File: config.mk
export PLATFORM = sky130hd
export DESIGN_NAME = agg_bus_arbiter_flat
export DESIGN_NICKNAME = d
export VERILOG_FILES = /design/src/rtl/agg_bus_arbiter_if.sv /design/src/rtl/agg_bus_arbiter.sv /design/src/flat_wrapper.sv
export SDC_FILE = /design/constraint.sdc
export NUM_CORES = 1
export LEC_CHECK = 0
export CORE_ASPECT_RATIO = 1.2
export CORE_MARGIN = 1.5
export CORE_UTILIZATION = 44
export CTS_CLUSTER_SIZE = 14
export DETAILED_ROUTE_END_ITERATION = 10
export GPL_TIMING_DRIVEN = 0
export MAX_ROUTING_LAYER = met4
export PLACE_DENSITY = 0.82
export SLEW_MARGIN = 20
export SYNTH_ARGS = -nofsm -noshare
export SYNTH_HDL_FRONTEND = slang
export SYNTH_SLANG_ARGS = --single-unit
export TNS_END_PERCENT = 50
File: constraint.sdc
create_clock -name clock -period 4 [get_ports clock]
set_input_delay 0.6 -clock clock [delete_from_list [all_inputs] [get_ports clock]]
set_output_delay 0.6 -clock clock [all_outputs]
set_load 0.02 [all_outputs]
File: src/rtl/agg_bus_arbiter_if.sv
// Aggregate bus between NUM_MST requesting masters, the arbiter and one shared slave.
// The arbiter takes the master modport (it masters the slave); the agents take slave.
interface agg_bus_arbiter_if #(
  parameter int NUM_MST = 2,
  parameter int ADDR_W  = 4,
  parameter int DATA_W  = 4
);
  logic [NUM_MST-1:0]        mst_valid;
  logic [NUM_MST*ADDR_W-1:0] mst_addr;
  logic [NUM_MST*DATA_W-1:0] mst_wdata;
  logic [NUM_MST-1:0]        mst_ready;
  logic [DATA_W-1:0]         mst_rdata;
  logic                      mst_err;
  logic                      slv_valid;
  logic [ADDR_W-1:0]         slv_addr;
  logic [DATA_W-1:0]         slv_wdata;
  logic [DATA_W-1:0]         slv_rdata;
  logic                      slv_ready;

  modport master (
    input  mst_valid, mst_addr, mst_wdata, slv_rdata, slv_ready,
    output mst_ready, mst_rdata, mst_err, slv_valid, slv_addr, slv_wdata
  );

  modport slave (
    output mst_valid, mst_addr, mst_wdata, slv_rdata, slv_ready,
    input  mst_ready, mst_rdata, mst_err, slv_valid, slv_addr, slv_wdata
  );
endinterface

File: src/rtl/agg_bus_arbiter.sv
// Round-robin arbiter sharing one request/response slave between NUM_MST masters,
// with an optional slave-response timeout that completes the request with an error.
module agg_bus_arbiter #(
  parameter int NUM_MST  = 2,
  parameter int ADDR_W   = 4,
  parameter int DATA_W   = 4,
  parameter int TIMEOUT  = 15,
  localparam int GW      = (NUM_MST > 2) ? $clog2(NUM_MST) : 1
) (
  input  logic              clock,
  input  logic              reset,
  agg_bus_arbiter_if.master bus,
  output logic              busy,
  output logic [GW-1:0]     grant_id
);
  localparam int CW       = (TIMEOUT > 1) ? $clog2(TIMEOUT) : 1;
  localparam int CNT_LAST = (TIMEOUT > 0) ? TIMEOUT - 1 : 0;

  typedef enum logic [1:0] {
    S_IDLE  = 2'd0,
    S_ISSUE = 2'd1,
    S_RESP  = 2'd2
  } state_t;

  state_t            r_state;
  logic [GW-1:0]     r_last_grant;
  logic [GW-1:0]     r_grant_id;
  logic [ADDR_W-1:0] r_slv_addr;
  logic [DATA_W-1:0] r_slv_wdata;
  logic [DATA_W-1:0] r_mst_rdata;
  logic              r_err;
  logic [CW-1:0]     r_cnt;

  state_t            w_state_nxt;
  logic [GW-1:0]     w_last_nxt;
  logic [GW-1:0]     w_grant_nxt;
  logic [ADDR_W-1:0] w_addr_nxt;
  logic [DATA_W-1:0] w_wdata_nxt;
  logic [DATA_W-1:0] w_rdata_nxt;
  logic              w_err_nxt;
  logic [CW-1:0]     w_cnt_nxt;
  logic [GW-1:0]     w_winner;
  logic [ADDR_W-1:0] w_win_addr;
  logic [DATA_W-1:0] w_win_wdata;

  // Lowest rotation offset wins, so scan from the far end and let nearer hits overwrite.
  function automatic logic [GW-1:0] rr_pick(input logic [NUM_MST-1:0] req,
                                            input logic [GW-1:0]      last);
    logic [NUM_MST-1:0] sh;
    int                 idx;
    rr_pick = last;
    for (int i = NUM_MST; i >= 1; i--) begin
      idx = (int'(last) + i) % NUM_MST;
      sh  = req >> idx;
      if (sh[0]) begin
        rr_pick = GW'(idx);
      end else begin
        rr_pick = rr_pick;
      end
    end
  endfunction

  assign w_winner    = rr_pick(bus.mst_valid, r_last_grant);
  assign w_win_addr  = ADDR_W'(bus.mst_addr >> (int'(w_winner) * ADDR_W));
  assign w_win_wdata = DATA_W'(bus.mst_wdata >> (int'(w_winner) * DATA_W));

  // Next-state and next-register values for the IDLE/ISSUE/RESP transaction FSM.
  always_comb begin
    w_state_nxt = r_state;
    w_last_nxt  = r_last_grant;
    w_grant_nxt = r_grant_id;
    w_addr_nxt  = r_slv_addr;
    w_wdata_nxt = r_slv_wdata;
    w_rdata_nxt = r_mst_rdata;
    w_err_nxt   = r_err;
    w_cnt_nxt   = r_cnt;
    case (r_state)
      S_IDLE: begin
        if (|bus.mst_valid) begin
          w_state_nxt = S_ISSUE;
          w_last_nxt  = w_winner;
          w_grant_nxt = w_winner;
          w_addr_nxt  = w_win_addr;
          w_wdata_nxt = w_win_wdata;
          w_cnt_nxt   = {CW{1'b0}};
        end else begin
          w_state_nxt = S_IDLE;
        end
      end
      S_ISSUE: begin
        // A response in the final allowed cycle still counts as a normal completion.
        if (bus.slv_ready) begin
          w_state_nxt = S_RESP;
          w_rdata_nxt = bus.slv_rdata;
          w_err_nxt   = 1'b0;
        end else if ((TIMEOUT != 0) && (r_cnt == CW'(CNT_LAST))) begin
          w_state_nxt = S_RESP;
          w_rdata_nxt = {DATA_W{1'b0}};
          w_err_nxt   = 1'b1;
        end else begin
          w_cnt_nxt   = r_cnt + CW'(1'b1);
        end
      end
      S_RESP: begin
        w_state_nxt = S_IDLE;
      end
      default: begin
        w_state_nxt = S_IDLE;
      end
    endcase
  end

  // State and datapath registers with synchronous reset.
  always_ff @(posedge clock) begin
    if (reset) begin
      r_state      <= S_IDLE;
      r_last_grant <= GW'(NUM_MST - 1);
      r_grant_id   <= {GW{1'b0}};
      r_slv_addr   <= {ADDR_W{1'b0}};
      r_slv_wdata  <= {DATA_W{1'b0}};
      r_mst_rdata  <= {DATA_W{1'b0}};
      r_err        <= 1'b0;
      r_cnt        <= {CW{1'b0}};
    end else begin
      r_state      <= w_state_nxt;
      r_last_grant <= w_last_nxt;
      r_grant_id   <= w_grant_nxt;
      r_slv_addr   <= w_addr_nxt;
      r_slv_wdata  <= w_wdata_nxt;
      r_mst_rdata  <= w_rdata_nxt;
      r_err        <= w_err_nxt;
      r_cnt        <= w_cnt_nxt;
    end
  end

  assign bus.slv_valid = (r_state == S_ISSUE);
  assign bus.slv_addr  = r_slv_addr;
  assign bus.slv_wdata = r_slv_wdata;
  assign bus.mst_rdata = r_mst_rdata;
  assign bus.mst_err   = (r_state == S_RESP) && r_err;
  assign bus.mst_ready = (r_state == S_RESP) ? (NUM_MST'(1'b1) << r_grant_id)
                                             : {NUM_MST{1'b0}};
  assign busy          = (r_state != S_IDLE);
  assign grant_id      = r_grant_id;
endmodule

File: src/flat_wrapper.sv
// flat-port wrapper written by rule: the top's interface ports become plain ports
module agg_bus_arbiter_flat 
#(
  parameter int NUM_MST  = 2,
  parameter int ADDR_W   = 4,
  parameter int DATA_W   = 4,
  parameter int TIMEOUT  = 15,
  localparam int GW      = (NUM_MST > 2) ? $clog2(NUM_MST) : 1
)
  (clock, reset, busy, grant_id, bus_mst_valid, bus_mst_addr, bus_mst_wdata, bus_slv_rdata, bus_slv_ready, bus_mst_ready, bus_mst_rdata, bus_mst_err, bus_slv_valid, bus_slv_addr, bus_slv_wdata);
  agg_bus_arbiter_if #(.NUM_MST(NUM_MST), .ADDR_W(ADDR_W), .DATA_W(DATA_W)) bus_i ();
  input  logic clock;
  input  logic reset;
  output logic busy;
  output logic [GW-1:0] grant_id;
  input wire logic [$bits(bus_i.mst_valid)-1:0] bus_mst_valid;
  input wire logic [$bits(bus_i.mst_addr)-1:0] bus_mst_addr;
  input wire logic [$bits(bus_i.mst_wdata)-1:0] bus_mst_wdata;
  input wire logic [$bits(bus_i.slv_rdata)-1:0] bus_slv_rdata;
  input wire logic [$bits(bus_i.slv_ready)-1:0] bus_slv_ready;
  output wire logic [$bits(bus_i.mst_ready)-1:0] bus_mst_ready;
  output wire logic [$bits(bus_i.mst_rdata)-1:0] bus_mst_rdata;
  output wire logic [$bits(bus_i.mst_err)-1:0] bus_mst_err;
  output wire logic [$bits(bus_i.slv_valid)-1:0] bus_slv_valid;
  output wire logic [$bits(bus_i.slv_addr)-1:0] bus_slv_addr;
  output wire logic [$bits(bus_i.slv_wdata)-1:0] bus_slv_wdata;
  assign bus_i.mst_valid = bus_mst_valid;
  assign bus_i.mst_addr = bus_mst_addr;
  assign bus_i.mst_wdata = bus_mst_wdata;
  assign bus_i.slv_rdata = bus_slv_rdata;
  assign bus_i.slv_ready = bus_slv_ready;
  assign bus_mst_ready = bus_i.mst_ready;
  assign bus_mst_rdata = bus_i.mst_rdata;
  assign bus_mst_err = bus_i.mst_err;
  assign bus_slv_valid = bus_i.slv_valid;
  assign bus_slv_addr = bus_i.slv_addr;
  assign bus_slv_wdata = bus_i.slv_wdata;
  agg_bus_arbiter #(.NUM_MST(NUM_MST), .ADDR_W(ADDR_W), .DATA_W(DATA_W), .TIMEOUT(TIMEOUT)) u_core (.clock(clock), .reset(reset), .bus(bus_i), .busy(busy), .grant_id(grant_id));
endmodule
==> results.yml <==
power:
  p_comb_frac: 0.302
  p_sw_mw: 0.153
  peakVddDrop_uv: 245
  total_leakage_power_nw: 0.519
  p_int_mw: 0.334
  clockPowerShare: 0.211
  seqPwrFrac: 0.487
  p_per_area_nw_per_um2: 327
  p_sw_frac: 0.314
timing:
  fin_skew_ns: 0.00474
  hold_violations: 0
  relSlewSlack: 0.546
  finalCriticalPeriod_ns: 2.58
  timing.fmax_mhz: 387
  setup_viol: 0
  whs_ns: 0.483
  rsz0062_at_grt: "no"
  drv_slew: 0
  layout_setup_ws_ns: 1.42
  fin_crit_sh: 0.645
  tightest_slew_ns: 0.678
  finalSetupTns_ns: 0
placed_design:
  place.gp.congestion: 0.842
  io_buffer_count: 41
  place_area_um2: 1460
  dpl_worst_slack_ns: 1.79
  dp_hpwl_um: 2090
routing:
  drt_iter0_markers: 15
  routedWlPerCell_um: 13.8
  routed_wl_um: 2680
  vias: 1106
  vias_per_cell: 5.70
  route.detailed.drc: 0
  ant_nets: 0
  dr.pass1.iters: 4
worst_setup_path:
  worstSetupPathType: "reg2out"
  critical_path.slowest_cell: "clkdlybuf4s50_1"
  path_delay_family: "buffers and inverters"
  crit_chain: "nand2b_1 -> buf_2 -> inv_1 -> buf_2 -> clkdlybuf4s50_1"
  cp_data_required_time_ns: 3.40
  cp_max_fo: 10
  start_kind: "flip-flop"
  startpoint: "u_core.r_state[1]$_SDFFE_PP0P_"
  max_stage_delay_ns: 0.63
  critical_path_buf_inv_count: 4
  r2r_start: "u_core.r_cnt[0]$_SDFFE_PP0P_"
  cpMostUsedCell: "buf_2"
  worstPathArrival_ns: 1.98
  endpoint_kind: "output port"
floorplanning:
  die_area_um2: 2600
  core_um2: 2120
  floorplan.io_pins: 43
  die_w_um: 46.8
  die_height_um: 55.6
  start_util: 0.479
  row_count: 18
clocking:
  cts.path.max_buffers: 2
  cts_buffers: 3
  htreeDepth: 1
  clk_latency_ns: 0.31
  hold_buffers: 0
  cts.sinks: 21
  cts_setup_buffers: 0
  cts_tree: "yes"
  cts_root_buf: "clkbuf_4"
  cts-resized-gates: 0
  clk_pin_slew_worst_paths_ns: 0.12
hold_path:
  min_path_type: "reg2reg"
  min_from: "u_core.bus.mst_rdata[0]$_SDFFE_PP0P_"
flow_run:
  max_cap_viol_count: 0
grt:
  grt.overflow.total: 0
  first_global_vias: 1053
  grt_pass1_wl_um: 4220
  grt_max_degree: 13
  track_usage: 0.224
  antenna_found_initial: 0
synth:
  netlist_area_um2: 1010
  ys_seq_area_frac: 0.414
  synth-async-reset-ratio: 0
  ys.flop_type: "dfxtp_1"
  ys_warn_count: 0
  synth_nets: 146
  syn_inst: 119
  syn_avg_cell_area_um2: 8.53
  synth_edf_count: 0
  yosys.cell_types.count: 31
  synth_seq_cells: 21
final_layout:
  syn_to_final_growth_pct: 46.9
  final_area_um2: 1490
  diodes: 0
  final_net_count: 192
  layout-drive-gt1-share: 0.0671
run_status:
  status: "finished, final reports clean"
-- stage by stage --
step / power, mW / cells / utilization
final: 0.487 / 194 / 0.704
after global routing: 0.515 / 194 / 0.704
after CTS: 0.493 / 194 / 0.704
after detailed placement: 0.388 / 190 / 0.691
after global placement: 0.385 / 190 / 0.691
after floorplan: 0.317 / 119 / -
-- layout make-up --
| cell class | instances | area, um2 |
|---|---|---|
| timing repair buffer | 41 | 410 |
| tap | 30 | 37.5 |
| sequential | 21 | 420 |
| buffer | 9 | 43.8 |
| clock inverter | 1 | 5.00 |
| fill | 179 | 627 |
| inverter | 3 | 11.3 |
| multi-input combinational | 86 | 539 |
| clock buffer | 3 | 22.5 |
-- worst paths after layout --
path                                                        endpoint  slack [ns]  cells after the start
worst max-delay path                                   bus_slv_valid        1.42                      5
worst min-delay path            u_core.bus.mst_rdata[0]$_SDFFE_PP0P_        0.48                      2
worst max register to register          u_core.r_cnt[3]$_SDFFE_PP0P_        2.32                      5
worst min register to register  u_core.bus.mst_rdata[0]$_SDFFE_PP0P_        0.48                      2
-- power by group through the flow --
| stage | Sequential, mW | Combinational (mW) | Clock [mW] |
|---|---|---|---|
| 4_1_cts | 0.237 | 0.147 | 0.108 |
| 3_3_place_gp | 0.241 | 0.144 | 0 |
| 5_1_grt | 0.239 | 0.157 | 0.119 |
| 6_report | 0.237 | 0.147 | 0.103 |
| 2_1_floorplan | 0.256 | 0.0617 | 0 |
| 3_5_place_dp | 0.241 | 0.147 | 0 |
-- cells in the mapped netlist, types with 4 or more instances --
master,count,area share
o221ai_1,4,0.035
nor2_1,5,0.018
clkbuf_1,5,0.018
a21oi_1,16,0.079
a311oi_1,8,0.069
o21ai_0,15,0.074
nand3_1,14,0.069
dfxtp_1,21,0.41
-- flip-flops by register name, indices dropped and copies added, names as in the netlist --
register / count
u_core.grant_id: 1
u_core.bus.slv_wdata: 4
u_core.r_err: 1
u_core.r_cnt: 4
u_core.bus.mst_rdata: 4
u_core.r_state: 2
u_core.bus.slv_addr: 4
u_core.r_last_grant: 1
-- cells by family after synthesis --
family	after synthesis	share of synthesized area
DFF	21	0.414
AOI/OAI and AO/OA	49	0.310
adders and majority gates	2	0.0247
buffers and inverters	12	0.0543
and+or+nand+nor	35	0.197
-- metal layers --
layer | up-vias | share of wire | GRT usage
met3 | 6 | 0.046 | 0.0390
met4 | 0 | 0.019 | 0.119
met1 | 510 | 0.43 | 0.240
met2 | 42 | 0.51 | 0.372
met5 | - | 0 | -
li1 | 548 | - | -
-- placed cells by master, fill, tap and decap left out --
cell and count:
a211oi_1 1, a21oi_1 16, a22oi_1 1, a311oi_1 8, a31o_4 1, a31oi_1 2
a41oi_1 1, and2_0 1, and3b_1 2, buf_1 1, buf_2 2, buf_6 1
clkbuf_1 5, clkbuf_4 3, clkdlybuf4s50_1 41, clkinv_1 1, clkinv_2 1, dfxtp_1 21
ha_1 2, inv_1 2, nand2_1 1, nand2b_1 1, nand3_1 14, nand3b_1 1
nand4_1 2, nor2_1 5, nor2b_1 1, nor3_1 1, nor3b_1 2, o21ai_0 15
o221ai_1 4, or2_2 2, or4_2 1, or4b_1 1
-- tightest hold or removal path, delay by kind of cell (launching register included) --
family             cells  cell delay, ns
DFF                    1            0.33
AOI/OAI and AO/OA      2            0.12
Note: power is estimated with default switching activity, not from simulation.
